### src/rtl/core_wb_arbiter_if.sv
// rtl/core_wb_arbiter_if.sv - Wishbone signal bundle for the two-master arbiter
// slave: arbiter side (serves m0/m1, drives the shared wb_* bus); master: requesters plus bus slave.

interface core_wb_arbiter_if #(
  parameter int ADDRESS_WIDTH = 28
);

  logic                     m0_cyc_i;
  logic                     m0_stb_i;
  logic                     m0_we_i;
  logic [3:0]               m0_sel_i;
  logic [ADDRESS_WIDTH-1:0] m0_adr_i;
  logic [31:0]              m0_data_i;
  logic                     m0_ack_o;
  logic                     m0_stall_o;
  logic                     m0_error_o;
  logic [31:0]              m0_data_o;

  logic                     m1_cyc_i;
  logic                     m1_stb_i;
  logic                     m1_we_i;
  logic [3:0]               m1_sel_i;
  logic [ADDRESS_WIDTH-1:0] m1_adr_i;
  logic [31:0]              m1_data_i;
  logic                     m1_ack_o;
  logic                     m1_stall_o;
  logic                     m1_error_o;
  logic [31:0]              m1_data_o;

  logic                     wb_cyc_o;
  logic                     wb_stb_o;
  logic                     wb_we_o;
  logic [3:0]               wb_sel_o;
  logic [ADDRESS_WIDTH-1:0] wb_adr_o;
  logic [31:0]              wb_data_o;
  logic                     wb_ack_i;
  logic                     wb_stall_i;
  logic                     wb_error_i;
  logic [31:0]              wb_data_i;

  modport slave (
    input  m0_cyc_i, m0_stb_i, m0_we_i, m0_sel_i, m0_adr_i, m0_data_i,
    output m0_ack_o, m0_stall_o, m0_error_o, m0_data_o,
    input  m1_cyc_i, m1_stb_i, m1_we_i, m1_sel_i, m1_adr_i, m1_data_i,
    output m1_ack_o, m1_stall_o, m1_error_o, m1_data_o,
    output wb_cyc_o, wb_stb_o, wb_we_o, wb_sel_o, wb_adr_o, wb_data_o,
    input  wb_ack_i, wb_stall_i, wb_error_i, wb_data_i
  );

  modport master (
    output m0_cyc_i, m0_stb_i, m0_we_i, m0_sel_i, m0_adr_i, m0_data_i,
    input  m0_ack_o, m0_stall_o, m0_error_o, m0_data_o,
    output m1_cyc_i, m1_stb_i, m1_we_i, m1_sel_i, m1_adr_i, m1_data_i,
    input  m1_ack_o, m1_stall_o, m1_error_o, m1_data_o,
    input  wb_cyc_o, wb_stb_o, wb_we_o, wb_sel_o, wb_adr_o, wb_data_o,
    output wb_ack_i, wb_stall_i, wb_error_i, wb_data_i
  );

endinterface

### src/rtl/core_wb_arbiter.sv
// rtl/core_wb_arbiter.sv - round-robin two-master Wishbone arbiter with bus watchdog
// Grant is held for the owner's whole cycle; the data path is purely combinational.

module core_wb_arbiter #(
  parameter int ADDRESS_WIDTH  = 28,
  parameter int TIMEOUT_CYCLES = 64
) (
  input  logic             wb_clk_i,
  input  logic             wb_rst_n_i,
  core_wb_arbiter_if.slave bus
);

  localparam bit WDOG_EN = (TIMEOUT_CYCLES > 0);
  localparam int CNT_W   = WDOG_EN ? $clog2(TIMEOUT_CYCLES + 1) : 1;
  localparam logic [CNT_W-1:0] CNT_LAST = CNT_W'(WDOG_EN ? TIMEOUT_CYCLES - 1 : 0);

  typedef enum logic [1:0] {
    ST_IDLE   = 2'd0,
    ST_GRANT0 = 2'd1,
    ST_GRANT1 = 2'd2,
    ST_ABORT  = 2'd3
  } state_t;

  state_t           state_q, state_d;
  logic             owner_q, owner_d;
  logic             last_grant_q, last_grant_d;
  logic [CNT_W-1:0] cnt_q, cnt_d;

  logic             granted;
  logic             pick;
  logic             own_cyc;
  logic             own_stb;
  logic             own_we;
  logic [3:0]       own_sel;
  logic [ADDRESS_WIDTH-1:0] own_adr;
  logic [31:0]      own_data;

  assign granted  = (state_q == ST_GRANT0) || (state_q == ST_GRANT1);
  assign own_cyc  = owner_q ? bus.m1_cyc_i  : bus.m0_cyc_i;
  assign own_stb  = owner_q ? bus.m1_stb_i  : bus.m0_stb_i;
  assign own_we   = owner_q ? bus.m1_we_i   : bus.m0_we_i;
  assign own_sel  = owner_q ? bus.m1_sel_i  : bus.m0_sel_i;
  assign own_adr  = owner_q ? bus.m1_adr_i  : bus.m0_adr_i;
  assign own_data = owner_q ? bus.m1_data_i : bus.m0_data_i;

  always_ff @(posedge wb_clk_i or negedge wb_rst_n_i) begin
    if (!wb_rst_n_i) begin
      state_q      <= ST_IDLE;
      owner_q      <= 1'b0;
      last_grant_q <= 1'b1;
      cnt_q        <= '0;
    end else begin
      state_q      <= state_d;
      owner_q      <= owner_d;
      last_grant_q <= last_grant_d;
      cnt_q        <= cnt_d;
    end
  end

  // Counter defaults to zero so any exit from GRANTn, ack or error clears it.
  always_comb begin
    state_d      = state_q;
    owner_d      = owner_q;
    last_grant_d = last_grant_q;
    cnt_d        = '0;
    pick         = 1'b0;
    case (state_q)
      ST_IDLE: begin
        if (bus.m0_cyc_i && bus.m1_cyc_i) begin
          pick = ~last_grant_q;
        end else begin
          pick = bus.m1_cyc_i;
        end
        if (bus.m0_cyc_i || bus.m1_cyc_i) begin
          state_d      = pick ? ST_GRANT1 : ST_GRANT0;
          owner_d      = pick;
          last_grant_d = pick;
        end
      end
      ST_GRANT0, ST_GRANT1: begin
        if (!own_cyc) begin
          state_d = ST_IDLE;
        end else if (WDOG_EN && !bus.wb_ack_i && !bus.wb_error_i) begin
          if (cnt_q == CNT_LAST) begin
            state_d = ST_ABORT;
          end else begin
            cnt_d = cnt_q + CNT_W'(1);
          end
        end
      end
      ST_ABORT: begin
        state_d = ST_IDLE;
      end
      default: begin
        state_d = ST_IDLE;
      end
    endcase
  end

  always_comb begin
    bus.wb_cyc_o   = 1'b0;
    bus.wb_stb_o   = 1'b0;
    bus.wb_we_o    = 1'b0;
    bus.wb_sel_o   = '0;
    bus.wb_adr_o   = '0;
    bus.wb_data_o  = '0;
    bus.m0_ack_o   = 1'b0;
    bus.m0_stall_o = 1'b1;
    bus.m0_error_o = 1'b0;
    bus.m0_data_o  = '1;
    bus.m1_ack_o   = 1'b0;
    bus.m1_stall_o = 1'b1;
    bus.m1_error_o = 1'b0;
    bus.m1_data_o  = '1;
    if (granted) begin
      bus.wb_cyc_o  = own_cyc;
      bus.wb_stb_o  = own_stb;
      bus.wb_we_o   = own_we;
      bus.wb_sel_o  = own_sel;
      bus.wb_adr_o  = own_adr;
      bus.wb_data_o = own_data;
      if (owner_q) begin
        bus.m1_ack_o   = bus.wb_ack_i;
        bus.m1_stall_o = bus.wb_stall_i;
        bus.m1_error_o = bus.wb_error_i;
        bus.m1_data_o  = bus.wb_data_i;
      end else begin
        bus.m0_ack_o   = bus.wb_ack_i;
        bus.m0_stall_o = bus.wb_stall_i;
        bus.m0_error_o = bus.wb_error_i;
        bus.m0_data_o  = bus.wb_data_i;
      end
    end else if (state_q == ST_ABORT) begin
      // Bus is already released; only the owner learns its cycle was killed.
      if (owner_q) begin
        bus.m1_error_o = 1'b1;
      end else begin
        bus.m0_error_o = 1'b1;
      end
    end
  end

endmodule

### src/flat_wrapper.sv
// flat-port wrapper written by rule: the top's interface ports become plain ports
module core_wb_arbiter_flat 
#(
  parameter int ADDRESS_WIDTH  = 28,
  parameter int TIMEOUT_CYCLES = 64
)
  (wb_clk_i, wb_rst_n_i, bus_m0_cyc_i, bus_m0_stb_i, bus_m0_we_i, bus_m0_sel_i, bus_m0_adr_i, bus_m0_data_i, bus_m0_ack_o, bus_m0_stall_o, bus_m0_error_o, bus_m0_data_o, bus_m1_cyc_i, bus_m1_stb_i, bus_m1_we_i, bus_m1_sel_i, bus_m1_adr_i, bus_m1_data_i, bus_m1_ack_o, bus_m1_stall_o, bus_m1_error_o, bus_m1_data_o, bus_wb_cyc_o, bus_wb_stb_o, bus_wb_we_o, bus_wb_sel_o, bus_wb_adr_o, bus_wb_data_o, bus_wb_ack_i, bus_wb_stall_i, bus_wb_error_i, bus_wb_data_i);
  core_wb_arbiter_if #(.ADDRESS_WIDTH(ADDRESS_WIDTH)) bus_i ();
  input  logic wb_clk_i;
  input  logic wb_rst_n_i;
  input wire logic [$bits(bus_i.m0_cyc_i)-1:0] bus_m0_cyc_i;
  input wire logic [$bits(bus_i.m0_stb_i)-1:0] bus_m0_stb_i;
  input wire logic [$bits(bus_i.m0_we_i)-1:0] bus_m0_we_i;
  input wire logic [$bits(bus_i.m0_sel_i)-1:0] bus_m0_sel_i;
  input wire logic [$bits(bus_i.m0_adr_i)-1:0] bus_m0_adr_i;
  input wire logic [$bits(bus_i.m0_data_i)-1:0] bus_m0_data_i;
  output wire logic [$bits(bus_i.m0_ack_o)-1:0] bus_m0_ack_o;
  output wire logic [$bits(bus_i.m0_stall_o)-1:0] bus_m0_stall_o;
  output wire logic [$bits(bus_i.m0_error_o)-1:0] bus_m0_error_o;
  output wire logic [$bits(bus_i.m0_data_o)-1:0] bus_m0_data_o;
  input wire logic [$bits(bus_i.m1_cyc_i)-1:0] bus_m1_cyc_i;
  input wire logic [$bits(bus_i.m1_stb_i)-1:0] bus_m1_stb_i;
  input wire logic [$bits(bus_i.m1_we_i)-1:0] bus_m1_we_i;
  input wire logic [$bits(bus_i.m1_sel_i)-1:0] bus_m1_sel_i;
  input wire logic [$bits(bus_i.m1_adr_i)-1:0] bus_m1_adr_i;
  input wire logic [$bits(bus_i.m1_data_i)-1:0] bus_m1_data_i;
  output wire logic [$bits(bus_i.m1_ack_o)-1:0] bus_m1_ack_o;
  output wire logic [$bits(bus_i.m1_stall_o)-1:0] bus_m1_stall_o;
  output wire logic [$bits(bus_i.m1_error_o)-1:0] bus_m1_error_o;
  output wire logic [$bits(bus_i.m1_data_o)-1:0] bus_m1_data_o;
  output wire logic [$bits(bus_i.wb_cyc_o)-1:0] bus_wb_cyc_o;
  output wire logic [$bits(bus_i.wb_stb_o)-1:0] bus_wb_stb_o;
  output wire logic [$bits(bus_i.wb_we_o)-1:0] bus_wb_we_o;
  output wire logic [$bits(bus_i.wb_sel_o)-1:0] bus_wb_sel_o;
  output wire logic [$bits(bus_i.wb_adr_o)-1:0] bus_wb_adr_o;
  output wire logic [$bits(bus_i.wb_data_o)-1:0] bus_wb_data_o;
  input wire logic [$bits(bus_i.wb_ack_i)-1:0] bus_wb_ack_i;
  input wire logic [$bits(bus_i.wb_stall_i)-1:0] bus_wb_stall_i;
  input wire logic [$bits(bus_i.wb_error_i)-1:0] bus_wb_error_i;
  input wire logic [$bits(bus_i.wb_data_i)-1:0] bus_wb_data_i;
  assign bus_i.m0_cyc_i = bus_m0_cyc_i;
  assign bus_i.m0_stb_i = bus_m0_stb_i;
  assign bus_i.m0_we_i = bus_m0_we_i;
  assign bus_i.m0_sel_i = bus_m0_sel_i;
  assign bus_i.m0_adr_i = bus_m0_adr_i;
  assign bus_i.m0_data_i = bus_m0_data_i;
  assign bus_m0_ack_o = bus_i.m0_ack_o;
  assign bus_m0_stall_o = bus_i.m0_stall_o;
  assign bus_m0_error_o = bus_i.m0_error_o;
  assign bus_m0_data_o = bus_i.m0_data_o;
  assign bus_i.m1_cyc_i = bus_m1_cyc_i;
  assign bus_i.m1_stb_i = bus_m1_stb_i;
  assign bus_i.m1_we_i = bus_m1_we_i;
  assign bus_i.m1_sel_i = bus_m1_sel_i;
  assign bus_i.m1_adr_i = bus_m1_adr_i;
  assign bus_i.m1_data_i = bus_m1_data_i;
  assign bus_m1_ack_o = bus_i.m1_ack_o;
  assign bus_m1_stall_o = bus_i.m1_stall_o;
  assign bus_m1_error_o = bus_i.m1_error_o;
  assign bus_m1_data_o = bus_i.m1_data_o;
  assign bus_wb_cyc_o = bus_i.wb_cyc_o;
  assign bus_wb_stb_o = bus_i.wb_stb_o;
  assign bus_wb_we_o = bus_i.wb_we_o;
  assign bus_wb_sel_o = bus_i.wb_sel_o;
  assign bus_wb_adr_o = bus_i.wb_adr_o;
  assign bus_wb_data_o = bus_i.wb_data_o;
  assign bus_i.wb_ack_i = bus_wb_ack_i;
  assign bus_i.wb_stall_i = bus_wb_stall_i;
  assign bus_i.wb_error_i = bus_wb_error_i;
  assign bus_i.wb_data_i = bus_wb_data_i;
  core_wb_arbiter #(.ADDRESS_WIDTH(ADDRESS_WIDTH), .TIMEOUT_CYCLES(TIMEOUT_CYCLES)) u_core (.wb_clk_i(wb_clk_i), .wb_rst_n_i(wb_rst_n_i), .bus(bus_i));
endmodule
### config.mk
export PLATFORM = sky130hd
export DESIGN_NAME = core_wb_arbiter_flat
export DESIGN_NICKNAME = d
export VERILOG_FILES = /design/src/rtl/core_wb_arbiter_if.sv /design/src/rtl/core_wb_arbiter.sv /design/src/flat_wrapper.sv
export SDC_FILE = /design/constraint.sdc
export NUM_CORES = 1
export LEC_CHECK = 0
export BUFFER_PORTS_ARGS = -buffer_cell sky130_fd_sc_hd__buf_2
export CAP_MARGIN = 20
export CORE_AREA = 4 4 116 118
export CTS_CLUSTER_SIZE = 28
export DETAILED_ROUTE_END_ITERATION = 6
export DIE_AREA = 0 0 120 122
export SKIP_LAST_GASP = 1
export SYNTH_ARGS = -nofsm -noshare
export SYNTH_HDL_FRONTEND = slang
export SYNTH_SLANG_ARGS = --single-unit
export TNS_END_PERCENT = 1
### constraint.sdc
create_clock -name wb_clk_i -period 1.7 [get_ports wb_clk_i]
set_clock_uncertainty 0.05 [all_clocks]
set_input_delay 0.085 -clock wb_clk_i [delete_from_list [all_inputs] [get_ports wb_clk_i]]
set_output_delay 0.085 -clock wb_clk_i [all_outputs]
set_load 0.05 [all_outputs]
==> flow_summary_export.csv <==
group,metric,value,unit
outcome,status,"finished with violations",
outcome,violations,"setup timing",
synthesis,yosysUniqueCellTypes,29,
synthesis,syn_inst,290,
sta,fmax,550,MHz
clocking,cts_max_path_buffers,2,
clocking,cts_setup_buffers,0,
sta,fin_ws,-0.117,ns
drt,antenna_left,0,
final_layout,fillers,1249,
critical_path,cp-end-kind,"output port",
place,hpwl,8740,um
grt,groute.usage.overall,0.122,
synthesis,post_synth.cell_area_avg,7.14,um^2
clocking,cts_max_level,1,
grt,overflow,0,
critical_path,critical_path_class,"reg -> out",
drt,routedWlPerCell,14.1,um
final_layout,areaGrowthSynthToFinish,147,%
critical_path,r2r_cells,6,
floorplan,core,12500,um^2
drt,routed_wl,10800,um
drt,drt_pass1_iterations,4,
final_layout,layout-drive-gt1-share,0.743,
sta,worst_pin_slew,0.347,ns
drt,first_iter_violations,98,
sta,min_period,1.82,ns
drt,drc,0,
floorplan,dieArea,14600,um^2
sta,drv_slew,0,
final_layout,diodes,0,
synthesis,syn_nets,465,
sta,finalSetupViolations,136,
grt,grt_pass1_vias,2977,
synthesis,synth_warnings,0,
sta,fin_crit_sh,1.07,
synthesis,ys_ff_latch,11,
drt,vias,3192,
clocking,clock-sinks,11,
place,dpl_worst_slack,-0.00193,ns
critical_path,start_kind,"register",
clocking,path_clk_slew,0.04,ns
min_path,min-delay-start,"bus_m0_cyc_i",
critical_path,rr_startpoint,"u_core.state_q[0]",
critical_path,path_max_fanout,53,
floorplan,die_w,120,um
place,place.gp.congestion,0.766,
final_layout,nets,775,
synthesis,synthesis.area,2070,um^2
sta,finalSetupTns,-10.13,ns
run,maxCapViolCount,0,
sta,hold_viol,0,
floorplan,io-pin-count,308,
floorplan,die_h,122,um
floorplan,rows,41,
min_path,hp-class,"in -> reg",
min_path,hold_depth,2,
critical_path,arrival,1.68,ns
critical_path,rrSetupSlack,-0.01,ns
grt,antenna_found_initial,0,
sta,rsz0062_at_grt,"yes",
grt,grt_pass1_wl,15000,um
clocking,cts_made_buffers,3,
sta,slew_headroom,0.762,
place,io_buffers,307,
synthesis,seq_area_frac_synth,0.133,
floorplan,start_util,0.166,
min_path,min_to,"u_core.last_grant_q",
critical_path,r2r_end,"u_core.state_q[1]",
drt,viasPerCell,4.14,
clocking,insertion_delay,0.24,ns
critical_path,required,1.56,ns
clocking,cts_tree,"yes",
grt,grt_max_degree,54,
clocking,clockRootBuffer,"clkbuf_16",
[placed cells by master (no fill, tap or decap), types with 8 or more instances in the layout]
| cell type | instances |
|---|---|
| buf_2 | 218 |
| buf_6 | 26 |
| nor2_1 | 8 |
| dfrtp_1 | 9 |
| or2_1 | 33 |
| mux2i_1 | 43 |
| nor2_4 | 60 |
| buf_4 | 35 |
| or3_4 | 9 |
| or3_1 | 25 |
| clkbuf_4 | 43 |
| mux2i_2 | 22 |
[how the worst max path moves through the flow]
stage | startpoint | endpoint | slack, ns | cells past startpoint
finish | u_core.owner_q | bus_wb_data_o[3] | -0.12 | 5
global route | u_core.owner_q | bus_wb_adr_o[25] | -0.14 | 5
CTS | u_core.state_q[1] | bus_wb_adr_o[4] | -0.14 | 6
detailed placement | u_core.state_q[1] | bus_wb_adr_o[4] | -0.002 | 6
global placement | u_core.state_q[0] | u_core.state_q[1] | 0.01 | 6
floorplan | u_core.state_q[0] | u_core.state_q[0] | -0.07 | 7
[stage by stage]
step / hold WS (ns) / std cells / cell area [um^2] / util
after floorplan: -0.261 / 290 / 2670 / -
after global placement: -0.0806 / 764 / 4480 / 0.360
after detailed placement: -0.0771 / 764 / 4480 / 0.360
after CTS: 0.0126 / 769 / 4600 / 0.369
after global routing: 0.0505 / 771 / 5120 / 0.411
final: 0.0179 / 771 / 5120 / 0.411
[critical path, stage by stage, from the launching register on]
cell     delay, ns
dfrtp_4       0.46
buf_16        0.24
mux2i_2       0.30
buf_4         0.16
nor2_4        0.02
buf_2         0.21
[synthesized netlist by cell type, drive strengths merged]
cell	n	area share
clkbuf	13	0.024
and2	2	0.0060
nand2b	2	0.0060
a31oi	1	0.0030
a32o	1	0.0048
xnor2	1	0.0042
dfstp	1	0.013
or3	34	0.10
mux2i	69	0.33
o22ai	1	0.0030
nand3	3	0.0072
nor3b	1	0.0036
o21ai	2	0.0048
and3	4	0.012
buf	13	0.030
xor2	3	0.013
inv	5	0.0091
o32a	1	0.0048
or2	33	0.10
dfrtp	10	0.12
o2bb2ai	1	0.0042
a21oi	4	0.0097
ha	4	0.024
nand2	6	0.011
a2111oi	1	0.013
nor2	74	0.13
[sequential cells by signal, indices dropped and copies added (netlist names)]
register	flops
u_core.owner_q	1
u_core.cnt_q	7
u_core.state_q	2
u_core.last_grant_q	1
[area by class of cell]
type | count | area [um^2] | area share
inverters | 5 | 35.0 | 0.00684
multi-input cells | 248 | 2340 | 0.456
well taps | 172 | 215 | 0.0420
clock inverters | 1 | 5.00 | 0.000978
clock buffers | 3 | 75.1 | 0.0147
repair buffers | 331 | 2170 | 0.424
flip-flops and latches | 11 | 280 | 0.0548
[layer usage]
| metal | vias up | GRT usage | part of all wire |
|---|---|---|---|
| met5 | - | 0 | 0 |
| met4 | 0 | 0.0279 | 0.012 |
| met3 | 11 | 0.0237 | 0.071 |
| met2 | 137 | 0.220 | 0.55 |
| met1 | 1436 | 0.150 | 0.37 |
| li1 | 1608 | - | - |
[timing repair]
item                       CTS  global route
hold buffers                 1             0
hold endpoints to repair    11             0
setup endpoints to repair  137           143
resized for setup            6           191
cloned                       0             2
pin swaps                    0             1
[cell families after synthesis]
| family | share of synthesized area |
|---|---|
| AOI/OAI and AO/OA | 0.0477 |
| xor gates and xnor gates | 0.0169 |
| adders and majority gates | 0.0242 |
| buffers and inverters | 0.0622 |
| DFF | 0.133 |
| muxes | 0.333 |
| and+or+nand+nor | 0.382 |
Power is left out: the tool's default activity adds up to more than one toggle a clock period on the data nets, which glitch-free logic cannot reach.
